### config.mk
export PLATFORM = sky130hd
export DESIGN_NAME = muldiv_seq_flat
export DESIGN_NICKNAME = d
export VERILOG_FILES = /design/src/rtl/muldiv_seq_if.sv /design/src/rtl/muldiv_seq.sv /design/src/flat_wrapper.sv
export SDC_FILE = /design/constraint.sdc
export NUM_CORES = 1
export LEC_CHECK = 0
export CORE_MARGIN = 8
export CORE_UTILIZATION = 40
export CTS_CLUSTER_SIZE = 14
export DETAILED_ROUTE_END_ITERATION = 8
export PLACE_DENSITY_LB_ADDON = 0.2
export SYNTH_ARGS = -nofsm -noshare
export SYNTH_HDL_FRONTEND = slang
export SYNTH_SLANG_ARGS = --single-unit
### constraint.sdc
create_clock -name clk -period 3.4 [get_ports clk]
set_input_delay 0.34 -clock clk [delete_from_list [all_inputs] [get_ports clk]]
set_output_delay 0.34 -clock clk [all_outputs]
set_load 0.005 [all_outputs]
### src/rtl/muldiv_seq_if.sv
// rtl/muldiv_seq_if.sv - core-side request/response bundle for the iterative mul/div sequencer
//
// Purpose: groups the request and response signals exchanged between the
// single-cycle core and muldiv_seq.
// Signals:
//   start  - request; the sequencer samples it only while idle
//   func3  - RV32M op select (MUL..REMU)
//   op_a   - rs1 value (multiplicand / dividend)
//   op_b   - rs2 value (multiplier / divisor)
//   busy   - sequencer iterating or applying sign correction
//   done   - one-cycle pulse; result valid in that cycle
//   result - final value, held until the next accepted start
//   stall  - core stall request
// Modports: master = core side, slave = sequencer side.
interface muldiv_seq_if #(
  parameter int XLEN = 32
);
  logic            start;
  logic [2:0]      func3;
  logic [XLEN-1:0] op_a;
  logic [XLEN-1:0] op_b;
  logic            busy;
  logic            done;
  logic [XLEN-1:0] result;
  logic            stall;

  modport master (
    output start, func3, op_a, op_b,
    input  busy, done, result, stall
  );

  modport slave (
    input  start, func3, op_a, op_b,
    output busy, done, result, stall
  );
endinterface

### src/rtl/muldiv_seq.sv
// rtl/muldiv_seq.sv - iterative RV32M multiply/divide sequencer with core stall
//
// Purpose: latches operands on an accepted start, runs a radix-2 shift-add
// multiply or a restoring divide over XLEN cycles, applies sign correction in
// one FIX cycle, then pulses done for one cycle. Divide-by-zero and signed
// overflow are resolved at start and complete one cycle later.
// Ports:
//   clk   - system clock, rising edge
//   rst_n - asynchronous active-low reset
//   bus   - muldiv_seq_if slave modport (start/func3/op_a/op_b in,
//           busy/done/result/stall out)
module muldiv_seq #(
  parameter int XLEN = 32
) (
  input  logic        clk,
  input  logic        rst_n,
  muldiv_seq_if.slave bus
);

  localparam int              CW       = $clog2(XLEN);
  localparam logic [CW-1:0]   LAST_IT  = CW'(XLEN - 1);
  localparam logic [XLEN-1:0] MIN_NEG  = {1'b1, {(XLEN-1){1'b0}}};
  localparam logic [XLEN-1:0] ALL_ONES = '1;

  typedef enum logic [2:0] {
    S_IDLE,
    S_MUL_IT,
    S_DIV_IT,
    S_FIX,
    S_DONE
  } state_t;

  state_t            r_state;
  state_t            w_next;
  logic [2:0]        r_func3;
  logic              r_neg_a;
  logic              r_neg_b;
  // Multiplicand for MUL ops, divisor for DIV ops.
  logic [XLEN-1:0]   r_opnd;
  // MUL: {high product, multiplier/low product}; DIV: {remainder, quotient}.
  logic [2*XLEN-1:0] r_acc;
  logic [CW-1:0]     r_count;
  logic [XLEN-1:0]   r_result;

  // Start decode
  logic              w_accept;
  logic              w_a_signed;
  logic              w_b_signed;
  logic              w_neg_a;
  logic              w_neg_b;
  logic [XLEN-1:0]   w_a_mag;
  logic [XLEN-1:0]   w_b_mag;
  logic              w_div_zero;
  logic              w_div_ovf;
  logic              w_special;
  logic [XLEN-1:0]   w_special_val;

  assign w_accept   = (r_state == S_IDLE) && bus.start;
  assign w_a_signed = bus.func3 inside {3'b001, 3'b010, 3'b100, 3'b110};
  assign w_b_signed = bus.func3 inside {3'b001, 3'b100, 3'b110};
  assign w_neg_a    = w_a_signed && bus.op_a[XLEN-1];
  assign w_neg_b    = w_b_signed && bus.op_b[XLEN-1];
  assign w_a_mag    = w_neg_a ? -bus.op_a : bus.op_a;
  assign w_b_mag    = w_neg_b ? -bus.op_b : bus.op_b;

  assign w_div_zero = bus.func3[2] && (bus.op_b == '0);
  // Only the signed DIV/REM encodings (func3[0]=0) can overflow.
  assign w_div_ovf  = bus.func3[2] && !bus.func3[0] &&
                      (bus.op_a == MIN_NEG) && (bus.op_b == ALL_ONES);
  assign w_special  = w_div_zero || w_div_ovf;
  // func3[1] separates REM/REMU from DIV/DIVU.
  assign w_special_val = w_div_zero ? (bus.func3[1] ? bus.op_a : ALL_ONES)
                                    : (bus.func3[1] ? '0 : MIN_NEG);

  // Multiply step: conditional add into the high half with carry, then shift right.
  logic [XLEN:0]     w_mul_sum;
  logic [2*XLEN-1:0] w_mul_next;

  assign w_mul_sum  = {1'b0, r_acc[2*XLEN-1:XLEN]} +
                      (r_acc[0] ? {1'b0, r_opnd} : {(XLEN+1){1'b0}});
  assign w_mul_next = {w_mul_sum, r_acc[XLEN-1:1]};

  // Divide step: the shifted partial remainder needs XLEN+1 bits; the MSB of
  // the trial difference is the borrow that decides restore vs keep.
  logic [XLEN:0]     w_rem_sh;
  logic [XLEN:0]     w_diff;
  logic [2*XLEN-1:0] w_div_next;

  assign w_rem_sh   = r_acc[2*XLEN-1:XLEN-1];
  assign w_diff     = w_rem_sh - {1'b0, r_opnd};
  assign w_div_next = w_diff[XLEN] ? {w_rem_sh[XLEN-1:0], r_acc[XLEN-2:0], 1'b0}
                                   : {w_diff[XLEN-1:0],   r_acc[XLEN-2:0], 1'b1};

  // Sign correction and output select
  logic [2*XLEN-1:0] w_prod;
  logic [XLEN-1:0]   w_quo;
  logic [XLEN-1:0]   w_rem;
  logic [XLEN-1:0]   w_fix_val;

  assign w_prod = (r_neg_a ^ r_neg_b) ? -r_acc : r_acc;
  assign w_quo  = (r_neg_a ^ r_neg_b) ? -r_acc[XLEN-1:0] : r_acc[XLEN-1:0];
  assign w_rem  = r_neg_a ? -r_acc[2*XLEN-1:XLEN] : r_acc[2*XLEN-1:XLEN];

  always_comb begin
    w_fix_val = '0;
    case (r_func3)
      3'b000:                 w_fix_val = w_prod[XLEN-1:0];
      3'b001, 3'b010, 3'b011: w_fix_val = w_prod[2*XLEN-1:XLEN];
      3'b100, 3'b101:         w_fix_val = w_quo;
      default:                w_fix_val = w_rem;
    endcase
  end

  // FSM state register
  always_ff @(posedge clk or negedge rst_n) begin
    if (!rst_n) begin
      r_state <= S_IDLE;
    end else begin
      r_state <= w_next;
    end
  end

  // FSM next state and outputs
  always_comb begin
    w_next     = r_state;
    bus.busy   = 1'b0;
    bus.done   = 1'b0;
    case (r_state)
      S_IDLE: begin
        if (bus.start) begin
          if (w_special)         w_next = S_DONE;
          else if (bus.func3[2]) w_next = S_DIV_IT;
          else                   w_next = S_MUL_IT;
        end
      end
      S_MUL_IT, S_DIV_IT: begin
        bus.busy = 1'b1;
        if (r_count == LAST_IT) w_next = S_FIX;
      end
      S_FIX: begin
        bus.busy = 1'b1;
        w_next   = S_DONE;
      end
      S_DONE: begin
        bus.done = 1'b1;
        w_next   = S_IDLE;
      end
      default: w_next = S_IDLE;
    endcase
  end

  assign bus.stall  = w_accept || bus.busy;
  assign bus.result = r_result;

  // Datapath
  always_ff @(posedge clk or negedge rst_n) begin
    if (!rst_n) begin
      r_func3  <= '0;
      r_neg_a  <= 1'b0;
      r_neg_b  <= 1'b0;
      r_opnd   <= '0;
      r_acc    <= '0;
      r_count  <= '0;
      r_result <= '0;
    end else begin
      case (r_state)
        S_IDLE: begin
          if (bus.start) begin
            r_func3 <= bus.func3;
            r_neg_a <= w_neg_a;
            r_neg_b <= w_neg_b;
            r_opnd  <= bus.func3[2] ? w_b_mag : w_a_mag;
            r_acc   <= {{XLEN{1'b0}}, (bus.func3[2] ? w_a_mag : w_b_mag)};
            r_count <= '0;
            if (w_special) r_result <= w_special_val;
          end
        end
        S_MUL_IT: begin
          r_acc   <= w_mul_next;
          r_count <= r_count + CW'(1);
        end
        S_DIV_IT: begin
          r_acc   <= w_div_next;
          r_count <= r_count + CW'(1);
        end
        S_FIX: begin
          r_result <= w_fix_val;
        end
        default: ;
      endcase
    end
  end

endmodule
### src/flat_wrapper.sv
// flat-port wrapper written by rule: the top's interface ports become plain ports
module muldiv_seq_flat 
#(
  parameter int XLEN = 32
)
  (clk, rst_n, bus_start, bus_func3, bus_op_a, bus_op_b, bus_busy, bus_done, bus_result, bus_stall);
  muldiv_seq_if #(.XLEN(XLEN)) bus_i ();
  input  logic clk;
  input  logic rst_n;
  input wire logic [$bits(bus_i.start)-1:0] bus_start;
  input wire logic [$bits(bus_i.func3)-1:0] bus_func3;
  input wire logic [$bits(bus_i.op_a)-1:0] bus_op_a;
  input wire logic [$bits(bus_i.op_b)-1:0] bus_op_b;
  output wire logic [$bits(bus_i.busy)-1:0] bus_busy;
  output wire logic [$bits(bus_i.done)-1:0] bus_done;
  output wire logic [$bits(bus_i.result)-1:0] bus_result;
  output wire logic [$bits(bus_i.stall)-1:0] bus_stall;
  assign bus_i.start = bus_start;
  assign bus_i.func3 = bus_func3;
  assign bus_i.op_a = bus_op_a;
  assign bus_i.op_b = bus_op_b;
  assign bus_busy = bus_i.busy;
  assign bus_done = bus_i.done;
  assign bus_result = bus_i.result;
  assign bus_stall = bus_i.stall;
  muldiv_seq #(.XLEN(XLEN)) u_core (.clk(clk), .rst_n(rst_n), .bus(bus_i));
endmodule
==> qor.csv, run 1 <==
stage,metric,value,unit
sta,Max Clk Rate,0.2982,GHz
sta,max-slew violations,0,
worst_setup_path,Crit. End Element,flip-flop,
sta,clk_skew,0.01040,ns
placed_design,pre-CTS WS,-0.1206,ns
layout,"commonest non-fill, non-tap cell in the layout",nand2_1,
layout,layout cells sized above 1,0.1394,
synthesis,Syn Inst Count,1982,
synthesis,Post-Syn Area,0.01478,mm2
worst_setup_path,worst r2r src,u_core.r_opnd[12]$_DFFE_PN0P_,
global_routing,largest net degree at the start of global routing,83,
floorplan,Core Region,0.03652,mm2
detailed_routing,residual DRC count,0,
placed_design,Port Buf Inserts,104,
run_status,status,"complete, no violations",
synthesis,syn nets,2125,
clock_network,Num CTS Buffers,17,
synthesis,Synth Flop Type,dfrtp_1,
worst_setup_path,Setup CP Type,reg -> reg,
clock_network,CTS root buf,clkbuf_16,
clock_network,Worst-path clk slew,0.07,ns
sta,Slew Limit Headroom,0.4199,
clock_network,worst-skew pair later-pin latency,0.46,ns
pwr,Total Power,20.51,mW
worst_setup_path,WP data required,3.72,ns
sta,Period minus WS final,3.354,ns
pwr,Static Leakage,7.533,nW
sta,final setup vio count,0,
floorplan,Die Span Y,208.2,um
worst_setup_path,crit path DAT,3.68,ns
placed_design,GP Congestion,0.9748,
detailed_routing,final wirelength,63550,um
layout,Layout area overhead,23.58,%
floorplan,I/O Pins,105,
floorplan,Starting Density,0.4046,
sta,Worst Max-Slew Pin Slew,0.8701,ns
pwr,IR Drop Worst-Case VDD,0.7251,mV
detailed_routing,post-DR vias/cell,6.286,
sta,RSZ-0062 raised after global routing,true,
synthesis,Synth Area per Inst,7.455,um2
detailed_routing,Starting DRT DRC Count,1944,
sta,"Hold Violations, Final",0,
floorplan,Die ar.,0.04335,mm2
sta,Tcrit/Tclk final,0.9864,
worst_setup_path,highest net fanout along the worst path,8,
worst_setup_path,CP startpoint,u_core.r_opnd[12]$_DFFE_PN0P_,
global_routing,All-Layer GR Usage,0.2858,
global_routing,initial antenna violation count,0,
sta,worst setup margin,0.04615,ns
worst_setup_path,worst reg2reg setup slack,0.05,ns
global_routing,vias in the first global route,15870,
detailed_routing,DRT antenna net count,0,
floorplan,die width,208.2,um
clock_network,CTS H-tree depth,4,
synthesis,register area share after synthesis,0.2388,
layout,most frequent cells in the layout,"213 x nand2_1, 196 x nor2_1, 187 x o21ai_0, 187 x buf_4, 148 x a21oi_1",
layout,Layout Utilization,0.5000,
clock_network,TritonCTS clock tree,done,
layout,nets,2304,
placed_design,DPL Wire Length,50220,um
detailed_routing,WL/cell,24.05,um
synthesis,post-synth cell types,81,
clock_network,Clock Sinks,141,
detailed_routing,Pre-antenna DRT Iters,6,
clock_network,clk buf depth,2,
pwr,pwr/cell area,1123,mW/mm2
layout,number of diodes,0,
synthesis,Post-synth EDFFs,0,
global_routing,first-pass GRT wire length,96680,um
synthesis,Yosys reg bits,141,
global_routing,gr ovfl total,0,
synthesis,Async SR Flop Fraction,1.000,
detailed_routing,vias,16610,
hold_path,Hold Path Class,in -> async,
floorplan,number of cell rows,70,
synthesis,YS warnings,0,
worst_setup_path,Setup crit start kind,flip-flop,
layout,filler instances,3549,
flow_run,max_cap viols,0,
sta,worst hold slack,0.4518,ns
==> synth_stat cells (all sizes together) (25+ instances only) <==
| cell type | n | area share |
|---|---|---|
| nor2 | 199 | 0.051 |
| a221oi | 32 | 0.019 |
| o21ai | 196 | 0.066 |
| o211ai | 38 | 0.020 |
| xnor2 | 87 | 0.052 |
| dfrtp | 141 | 0.24 |
| a211oi | 26 | 0.013 |
| a31oi | 25 | 0.011 |
| clkbuf | 123 | 0.031 |
| inv | 71 | 0.018 |
| ha | 71 | 0.060 |
| o221ai | 28 | 0.017 |
| o31ai | 26 | 0.013 |
| mux2i | 39 | 0.026 |
| a21oi | 151 | 0.051 |
| nand3 | 31 | 0.011 |
| nor3 | 45 | 0.016 |
| nand2 | 216 | 0.055 |
| xor2 | 88 | 0.052 |
==> per-layer routing <==
metal  routed length (um)  track usage  vias to the layer above
li1                     -            -                     7610
met1                27460       0.3922                     7956
met2                26670       0.4185                      892
met3                 6236      0.06178                      149
met4                 3180       0.1419                        0
met5                    0            0                        -
==> final timing paths <==
check,to,cells past startpoint
min in group clk,u_core.r_opnd[30]$_DFFE_PN0P_,2
setup / recovery,u_core.r_acc[61]$_DFFE_PN0P_,10
hold reg to reg,u_core.r_opnd[30]$_DFFE_PN0P_,2
hold / removal,u_core.r_acc[46]$_DFFE_PN0P_,2
setup reg to reg,u_core.r_acc[61]$_DFFE_PN0P_,10
max in group asynchronous,u_core.r_acc[11]$_DFFE_PN0P_,3
==> kinds of logic after synthesis <==
kind of cell               after synthesis  synth area share
adders and majority gates               73           0.06283
muxes                                   44           0.03023
xor gates and xnor gates               175            0.1037
DFF                                    141            0.2388
and+or+nand+nor                        660            0.2141
AOI/OAI and AO/OA                      674            0.2944
buffers and inverters                  215           0.05589
==> registers in the layout (all words and copies together), names as in the netlist <==
| name | cells |
|---|---|
| u_core.r_opnd | 32 |
| u_core.r_count | 5 |
| u_core.r_state | 3 |
| u_core.r_neg_a | 1 |
| u_core.r_neg_b | 1 |
| u_core.r_func3 | 3 |
| u_core.r_acc | 64 |
| u_core.bus.result | 32 |
==> timing repair <==
action,CTS,global route
gates cloned,0,0
pin swaps,0,13
hold buffers,1,0
hold endpoints to repair,68,0
setup buffers,0,9
resized for setup,1,38
endpoints found under the setup margin,1,29
==> through the flow <==
stage | cells | setup TNS [ns] | area, um2
after floorplan | 1982 | 0 | 14780
after global placement | 2601 | -0.1238 | 17430
after detailed placement | 2601 | -0.2081 | 17430
after CTS | 2634 | 0 | 18040
after global routing | 2642 | -0.05707 | 18260
final | 2642 | 0 | 18260
==> layout make-up <==
type / count / area [um2] / area share
clock buffers: 20 / 456.7 / 0.02501
clock inverters: 12 / 137.6 / 0.007537
inverters: 71 / 266.5 / 0.01460
multi-input cells: 1626 / 10620 / 0.5813
flip-flops and latches: 141 / 3530 / 0.1933
well taps: 468 / 585.6 / 0.03207
repair buffers: 304 / 2669 / 0.1462
==> power by group <==
group	leakage, nW	total (mW)	internal (mW)	switching (mW)
clock network	0.275	1.96	1.12	0.841
registers	1.74	3.35	2.48	0.873
logic	5.52	15.2	6.31	8.88
==> worst max-delay path: stages, from the launching register on <==
cell and delay (ns):
dfrtp_1 0.43, inv_1 0.12, ha_1 0.41, a21o_1 0.21, o41ai_1 0.29, o221ai_1 0.30
o211ai_1 0.45, nand3_1 0.26, a311o_1 0.38, a31oi_1 0.25, o21ai_0 0.12
Power figures use the tool's default switching activity.
==> run 2, diff against run 1 <==
--- a/config.mk
+++ b/config.mk
@@ -6,7 +6,7 @@
 export NUM_CORES = 1
 export LEC_CHECK = 0
 export CORE_MARGIN = 8
-export CORE_UTILIZATION = 40
+export CORE_UTILIZATION = 55
 export CTS_CLUSTER_SIZE = 14
 export DETAILED_ROUTE_END_ITERATION = 8
 export PLACE_DENSITY_LB_ADDON = 0.2
==> qor.csv, run 2 (synthesized netlist as in run 1, its figures left out) <==
stage,metric,value,unit,change
run_status,status,"complete, but fails checks",,"was complete, no violations"
run_status,failing checks,"negative hold slack, negative setup slack",,
layout,layout cells sized above 1,0.1269,,was 0.1394
global_routing,largest net degree at the start of global routing,84,,was 83
layout,Biggest register,u_core.r_acc,,unchanged
detailed_routing,vias,16900,,was 16.61k
layout,Layout area overhead,20.35,%,was 23.58%
sta,RSZ-0062 raised after global routing,true,,unchanged
sta,worst hold slack,-0.04049,ns,was 0.4518 ns
pwr,combinational share of power,0.737,,was 0.741
pwr,Static Leakage,7.430,nW,was 7.533 nW
worst_setup_path,"Slowest-stage cell, CP",ha_1,,was o211ai_1
global_routing,initial antenna violation count,0,,unchanged
floorplan,Core Region,0.02665,mm2,was 0.03652 mm2
sta,Tcrit/Tclk final,1.032,,was 0.9864
detailed_routing,Pre-antenna DRT Iters,6,,unchanged
worst_setup_path,critical-path cell list,inv_1 > ha_1 > and4_1 > nand3_1 > or2_2 > o221ai_2 > o211ai_1 > buf_4 > a211oi_2 > o32ai_1 > or4_1 > nand3_1,,was inv_1 > ha_1 > a21o_1 > o41ai_1 > o221ai_1 > o211ai_1 > nand3_1 > a311o_1 > a31oi_1 > o21ai_0
layout,filler instances,2374,,was 3549
worst_setup_path,Setup CP Type,reg -> reg,,unchanged
layout,"commonest non-fill, non-tap cell in the layout",nand2_1,,unchanged
placed_design,"Cell Area, Placed",0.01712,mm2,was 0.01743 mm2
floorplan,number of cell rows,60,,was 70
worst_setup_path,WP data required,3.78,ns,was 3.72 ns
placed_design,GP Congestion,1.054,,was 0.9748
floorplan,Die Span Y,179.9,um,was 208.2 um
detailed_routing,WL/cell,25.10,um,was 24.05 um
detailed_routing,final wirelength,62560,um,was 63550 um
sta,Max Clk Rate,0.2850,GHz,was 0.2982 GHz
layout,number of diodes,0,,unchanged
clock_network,clk buf depth,2,,unchanged
placed_design,pre-CTS WS,-0.02636,ns,was -0.1206 ns
flow_run,max_cap viols,0,,unchanged
global_routing,All-Layer GR Usage,0.3703,,was 0.2858
clock_network,worst-skew pair later-pin latency,0.45,ns,was 0.46 ns
layout,max reg flops,64,,unchanged
worst_setup_path,Crit. End Element,flip-flop,,unchanged
global_routing,first-pass GRT wire length,93870,um,was 96680 um
worst_setup_path,Worst R2R Path Depth,12,,was 10
global_routing,vias in the first global route,15510,,was 15.87k
pwr,P_sw,10.70,mW,was 10.60 mW
clock_network,Clock Sinks,141,,unchanged
floorplan,I/O Pins,105,,unchanged
sta,Period minus WS final,3.509,ns,was 3.354 ns
sta,final setup vio count,1,,was 0
placed_design,Port Buf Inserts,104,,unchanged
clock_network,cts hold-fix bufs,0,,was 1
pwr,part of the power in registers,0.166,,was 0.163
worst_setup_path,Setup crit start kind,flip-flop,,unchanged
detailed_routing,DRT antenna net count,0,,unchanged
pwr,pwr/cell area,1138,mW/mm2,was 1123 mW/mm2
clock_network,TritonCTS clock tree,done,,unchanged
worst_setup_path,worst reg2reg setup slack,-0.11,ns,was 0.05 ns
worst_setup_path,highest net fanout along the worst path,9,,was 8
sta,clk_skew,0.01693,ns,was 0.01040 ns
worst_setup_path,crit-path most repeated cell,nand3_1,,
sta,Worst Max-Slew Pin Slew,0.9006,ns,was 0.8701 ns
floorplan,die width,179.9,um,was 208.2 um
layout,most frequent cells in the layout,"214 x nand2_1, 197 x nor2_1, 187 x o21ai_0",,"was 213 x nand2_1, 196 x nor2_1, 187 x o21ai_0, 187 x buf_4, 148 x a21oi_1"
clock_network,CTS root buf,clkbuf_16,,unchanged
worst_setup_path,Worst R2R End,u_core.r_acc[63]$_DFFE_PN0P_,,was u_core.r_acc[61]$_DFFE_PN0P_
layout,nets,2282,,was 2304
clock_network,Worst-path clk slew,0.08,ns,was 0.07 ns
sta,max-slew violations,0,,unchanged
sta,Slew Limit Headroom,0.3974,,was 0.4199
detailed_routing,residual DRC count,0,,unchanged
pwr,IR Drop Worst-Case VDD,0.8610,mV,was 0.7251 mV
sta,"Hold Violations, Final",10,,was 0
pwr,Sw Ratio,0.5288,,was 0.5168
layout,fin cells,2492,,was 2642
sta,worst setup margin,-0.1087,ns,was 0.04615 ns
worst_setup_path,crit path DAT,3.89,ns,was 3.68 ns
global_routing,gr ovfl total,0,,unchanged
clock_network,Num CTS Buffers,17,,unchanged
worst_setup_path,Critical Path Max Stage Delay,0.49,ns,was 0.45 ns
pwr,clock network fraction of total power,0.096,,about the same
worst_setup_path,worst r2r src,u_core.r_opnd[12]$_DFFE_PN0P_,,unchanged
layout,final instance area,0.01778,mm2,was 0.01826 mm2
pwr,internal power,9.533,mW,was 9.910 mW
clock_network,CTS H-tree depth,4,,unchanged
placed_design,DPL Wire Length,48800,um,was 50220 um
placed_design,dpl cells,2460,,was 2601
floorplan,Starting Density,0.5544,,was 0.4046
detailed_routing,Starting DRT DRC Count,2531,,was 1944
floorplan,Die ar.,0.03237,mm2,was 0.04335 mm2
hold_path,Hold Path Class,in -> async,,unchanged
detailed_routing,post-DR vias/cell,6.782,,was 6.286
-- run 2: cell count changes in the layout (fill, tap and decap cells not counted), moves of 4 or more --
cell / previous run / this run
buf_4: 187 / 172
inv_8: 0 / 5
buf_12: 9 / 5
clkinvlp_4: 5 / 1
ha_1: 66 / 70
ha_4: 4 / 0
inv_6: 1 / 5
-- run 2: area by class of cell --
| class | instances | area [um2] | share of cell area |
|---|---|---|---|
| clock inverter | 14 | 147.6 | 0.008303 |
| sequential | 141 | 3528 | 0.1984 |
| timing repair buffer | 282 | 2440 | 0.1372 |
| clock buffer | 17 | 425.4 | 0.02392 |
| multi-input combinational | 1626 | 10550 | 0.5932 |
| tap | 341 | 426.7 | 0.02399 |
| inverter | 71 | 266.5 | 0.01499 |
-- run 2: per-stage QoR --
stage	hold slack, ns	TNS, ns	power [mW]	util
final	-0.04049	-0.1087	20.23	0.6672
after global routing	0.01969	-0.2752	21.34	0.6672
after CTS	0.005276	0	19.56	0.6639
after detailed placement	0.4621	-0.02636	17.55	0.6422
after global placement	0.4559	0	17.32	0.6422
after floorplan	0.04441	0	12.35	-
-- run 2: critical path: cells and delay by family (launching register included) --
kind            cells  cell delay [ns]
simple gates        5             1.24
compound gates      4             1.00
fa+ha+maj           1             0.49
flops               1             0.36
buf+inv             2             0.35
-- run 2: how the worst max path moves through the flow --
stage	from	end	depth (start not counted)
6_report	u_core.r_opnd[12]$_DFFE_PN0P_	u_core.r_acc[63]$_DFFE_PN0P_	12
5_1_grt	u_core.r_opnd[12]$_DFFE_PN0P_	u_core.r_acc[63]$_DFFE_PN0P_	12
4_1_cts	u_core.r_opnd[23]$_DFFE_PN0P_	u_core.r_acc[36]$_DFFE_PN0P_	13
3_5_place_dp	u_core.r_opnd[12]$_DFFE_PN0P_	u_core.r_acc[63]$_DFFE_PN0P_	11
3_3_place_gp	u_core.r_opnd[12]$_DFFE_PN0P_	u_core.r_acc[63]$_DFFE_PN0P_	11
2_1_floorplan	u_core.r_acc[0]$_DFFE_PN0P_	u_core.r_acc[62]$_DFFE_PN0P_	14
-- run 2: layer usage --
| layer | global-route usage | wire, um | vias to the layer above |
|---|---|---|---|
| met1 | 0.5049 | 25380 | 8017 |
| li1 | - | - | 7575 |
| met4 | 0.1571 | 3013 | 0 |
| met5 | 0 | 0 | - |
| met2 | 0.5455 | 26180 | 1134 |
| met3 | 0.09698 | 7987 | 175 |
-- run 2: power by group through the flow --
stage	clock network, mW	registers [mW]	logic, mW
floorplan	0	3.02	9.33
global placement	0	3.31	14.0
detailed placement	0	3.33	14.2
CTS	1.92	3.31	14.3
global route	1.99	3.43	15.9
finish	1.95	3.37	14.9
-- run 2: what timing repair did --
item | in CTS | in global routing
endpoints found under the hold margin | 0 | 0
setup buffers | 0 | 1
pin swaps | 0 | 1
endpoints found under the setup margin | 1 | 38
gates resized for setup | 1 | 22
==> run 3, diff against run 2 <==
--- a/config.mk
+++ b/config.mk
@@ -6,10 +6,11 @@
 export NUM_CORES = 1
 export LEC_CHECK = 0
 export CORE_MARGIN = 8
-export CORE_UTILIZATION = 55
+export CORE_UTILIZATION = 57
 export CTS_CLUSTER_SIZE = 14
 export DETAILED_ROUTE_END_ITERATION = 8
 export PLACE_DENSITY_LB_ADDON = 0.2
+export SLEW_MARGIN = 20
 export SYNTH_ARGS = -nofsm -noshare
 export SYNTH_HDL_FRONTEND = slang
 export SYNTH_SLANG_ARGS = --single-unit
==> constraint.sdc (replaced) <==
create_clock -name clk -period 3.55 [get_ports clk]
set_input_delay 0.355 -clock clk [delete_from_list [all_inputs] [get_ports clk]]
set_output_delay 0.355 -clock clk [all_outputs]
set_load 0.005 [all_outputs]
==> qor.csv, run 3 (synthesized netlist as in run 1, its figures left out) <==
stage,metric,value,unit,change
global_routing,All-Layer GR Usage,0.3773,,was 0.3703
pwr,Static Leakage,7.202,nW,was 7.430 nW
floorplan,Die Span Y,177,um,was 179.9 um
worst_setup_path,worst reg2reg setup slack,0.09,ns,was -0.11 ns
detailed_routing,residual DRC count,0,,unchanged
placed_design,DPL Wire Length,47020,um,was 48800 um
placed_design,GP Congestion,1.018,,was 1.054
floorplan,I/O Pins,105,,unchanged
worst_setup_path,highest net fanout along the worst path,19,,was 9
detailed_routing,WL/cell,24.84,um,was 25.10 um
detailed_routing,met2 routed WL,25490,um,was 26180 um
clock_network,Clock Sinks,141,,unchanged
sta,Fin Setup TNS,0,ns,was -0.1087 ns
layout,Biggest register,u_core.r_acc,,unchanged
detailed_routing,Pre-antenna DRT Iters,6,,unchanged
clock_network,worst-skew pair later-pin latency,0.45,ns,about the same
sta,worst setup margin,0.09268,ns,was -0.1087 ns
placed_design,dpl cells,2412,,was 2460
worst_setup_path,Worst R2R End,u_core.r_acc[62]$_DFFE_PN0P_,,was u_core.r_acc[63]$_DFFE_PN0P_
sta,max-slew violations,0,,unchanged
clock_network,CTS resizes,0,,was 1
worst_setup_path,Setup CP Type,reg -> reg,,unchanged
worst_setup_path,Crit. End Element,flip-flop,,unchanged
pwr,part of the power in registers,0.173,,was 0.166
run_status,failing checks,negative hold slack,,"was negative hold slack, negative setup slack"
clock_network,clk buf depth,2,,unchanged
pwr,P_sw,10.01,mW,was 10.70 mW
sta,Max Clk Rate,0.2892,GHz,was 0.2850 GHz
layout,layout cells sized above 1,0.1034,,was 0.1269
pwr,combinational share of power,0.727,,was 0.737
detailed_routing,Top Metal Used,met5,,was met4
pwr,clock network fraction of total power,0.100,,was 0.096
sta,Slew Limit Headroom,0.3800,,was 0.3974
sta,"Hold Violations, Final",10,,unchanged
floorplan,Core Region,0.02576,mm2,was 0.02665 mm2
layout,max reg flops,64,,unchanged
layout,Layout Utilization,0.6742,,was 0.6672
global_routing,largest net degree at the start of global routing,105,,was 84
pwr,Sw Ratio,0.5300,,was 0.5288
sta,worst hold slack,-0.006606,ns,was -0.04049 ns
layout,nets,2239,,was 2282
floorplan,die width,177,um,was 179.9 um
sta,clk_skew,0.01491,ns,was 0.01693 ns
clock_network,cts hold-fix bufs,0,,unchanged
worst_setup_path,WP data required,3.88,ns,was 3.78 ns
sta,final setup vio count,0,,was 1
clock_network,CTS H-tree depth,4,,unchanged
placed_design,pre-CTS WS,0.09023,ns,was -0.02636 ns
detailed_routing,DR WL met3,7323,um,was 7987 um
clock_network,setup repair bufs after CTS,0,,unchanged
detailed_routing,met1 WL,24540,um,was 25380 um
hold_path,Hold Path Class,in -> async,,unchanged
global_routing,first-pass GRT wire length,91320,um,was 93870 um
pwr,internal power,8.877,mW,was 9.533 mW
run_status,status,"complete, but fails checks",,unchanged
detailed_routing,final wirelength,60780,um,was 62560 um
sta,RSZ-0062 raised after global routing,false,,was true
sta,Worst Max-Slew Pin Slew,0.9203,ns,was 0.9006 ns
layout,fin cells,2447,,was 2492
pwr,IR Drop Worst-Case VDD,0.9649,mV,was 0.8610 mV
clock_network,CTS root buf,clkbuf_16,,unchanged
global_routing,gr ovfl total,0,,unchanged
detailed_routing,DRT antenna net count,0,,unchanged
detailed_routing,vias,16930,,was 16.90k
sta,Tcrit/Tclk final,0.9739,,was 1.032
pwr,Total Power,18.89,mW,was 20.23 mW
worst_setup_path,crit path DAT,3.79,ns,was 3.89 ns
layout,most frequent cells in the layout,"214 x nand2_1, 196 x nor2_1, 189 x o21ai_0",,"was 214 x nand2_1, 197 x nor2_1, 187 x o21ai_0"
flow_run,max_cap viols,0,,unchanged
layout,Layout area overhead,17.56,%,was 20.35%
placed_design,Port Buf Inserts,104,,unchanged
global_routing,initial antenna violation count,4,,was 0
pwr,pwr/cell area,1087,mW/mm2,was 1138 mW/mm2
detailed_routing,post-DR vias/cell,6.919,,was 6.782
clock_network,Worst-path clk slew,0.08,ns,about the same
floorplan,Starting Density,0.5735,,was 0.5544
worst_setup_path,Setup crit start kind,flip-flop,,unchanged
worst_setup_path,worst r2r src,u_core.r_acc[0]$_DFFE_PN0P_,,was u_core.r_opnd[12]$_DFFE_PN0P_
floorplan,Die ar.,0.03133,mm2,was 0.03237 mm2
clock_network,Num CTS Buffers,17,,unchanged
floorplan,number of cell rows,59,,was 60
worst_setup_path,Worst R2R Path Depth,13,,was 12
clock_network,TritonCTS clock tree,done,,unchanged
global_routing,vias in the first global route,15490,,was 15.51k
layout,"commonest non-fill, non-tap cell in the layout",nand2_1,,unchanged
detailed_routing,Starting DRT DRC Count,2335,,was 2531
sta,Period minus WS final,3.457,ns,was 3.509 ns
## run 3: layout make-up
| cell class | instances | area, um2 |
|---|---|---|
| tap | 335 | 419.2 |
| clock buffer | 19 | 442.9 |
| timing repair buffer | 239 | 2078 |
| sequential | 141 | 3528 |
| clock inverter | 13 | 148.9 |
| multi-input combinational | 1626 | 10480 |
| fill | 2250 | 8393 |
| antenna | 3 | 7.507 |
| inverter | 71 | 266.5 |
## run 3: how the worst max path moves through the flow
stage | startpoint | end | cells past startpoint
global placement | bus_op_a[9] | u_core.r_opnd[12]$_DFFE_PN0P_ | 9
finish | u_core.r_acc[0]$_DFFE_PN0P_ | u_core.r_acc[62]$_DFFE_PN0P_ | 13
detailed placement | bus_op_b[16] | u_core.r_opnd[23]$_DFFE_PN0P_ | 10
floorplan | u_core.r_acc[0]$_DFFE_PN0P_ | u_core.r_acc[62]$_DFFE_PN0P_ | 14
global route | u_core.r_acc[0]$_DFFE_PN0P_ | u_core.r_acc[62]$_DFFE_PN0P_ | 13
CTS | u_core.r_acc[0]$_DFFE_PN0P_ | u_core.r_acc[62]$_DFFE_PN0P_ | 13
## run 3: power by group through the flow
stage,registers [mW],clock network [mW],logic (mW)
2_1_floorplan,2.90,0,8.94
6_report,3.26,1.90,13.7
4_1_cts,3.21,1.88,13.3
3_5_place_dp,3.23,0,13.2
3_3_place_gp,3.20,0,13.0
5_1_grt,3.32,1.95,14.7
## run 3: critical path: stages (launching register included)
cell	delay (ns)
dfrtp_1	0.41
inv_1	0.11
buf_12	0.18
nor2_1	0.07
ha_1	0.35
a21oi_1	0.23
o211ai_1	0.18
a41oi_1	0.28
o211ai_1	0.18
o21a_2	0.21
a31o_2	0.27
o311a_1	0.34
a221o_1	0.27
a311o_1	0.28
## run 3: per-stage QoR
| step | area [um2] | hold slack, ns |
|---|---|---|
| final | 17370 | -0.006606 |
| after floorplan | 14780 | 0.05941 |
| after global routing | 17360 | 0.09807 |
| after CTS | 17350 | 0.1028 |
| after global placement | 16750 | 0.4636 |
| after detailed placement | 16750 | 0.4699 |
## run 3: metal layers
metal  track usage  vias up
met2        0.5463     1216
met3       0.09366      247
met5             0        -
met1        0.5106     7970
li1              -     7495
met4        0.1982        2
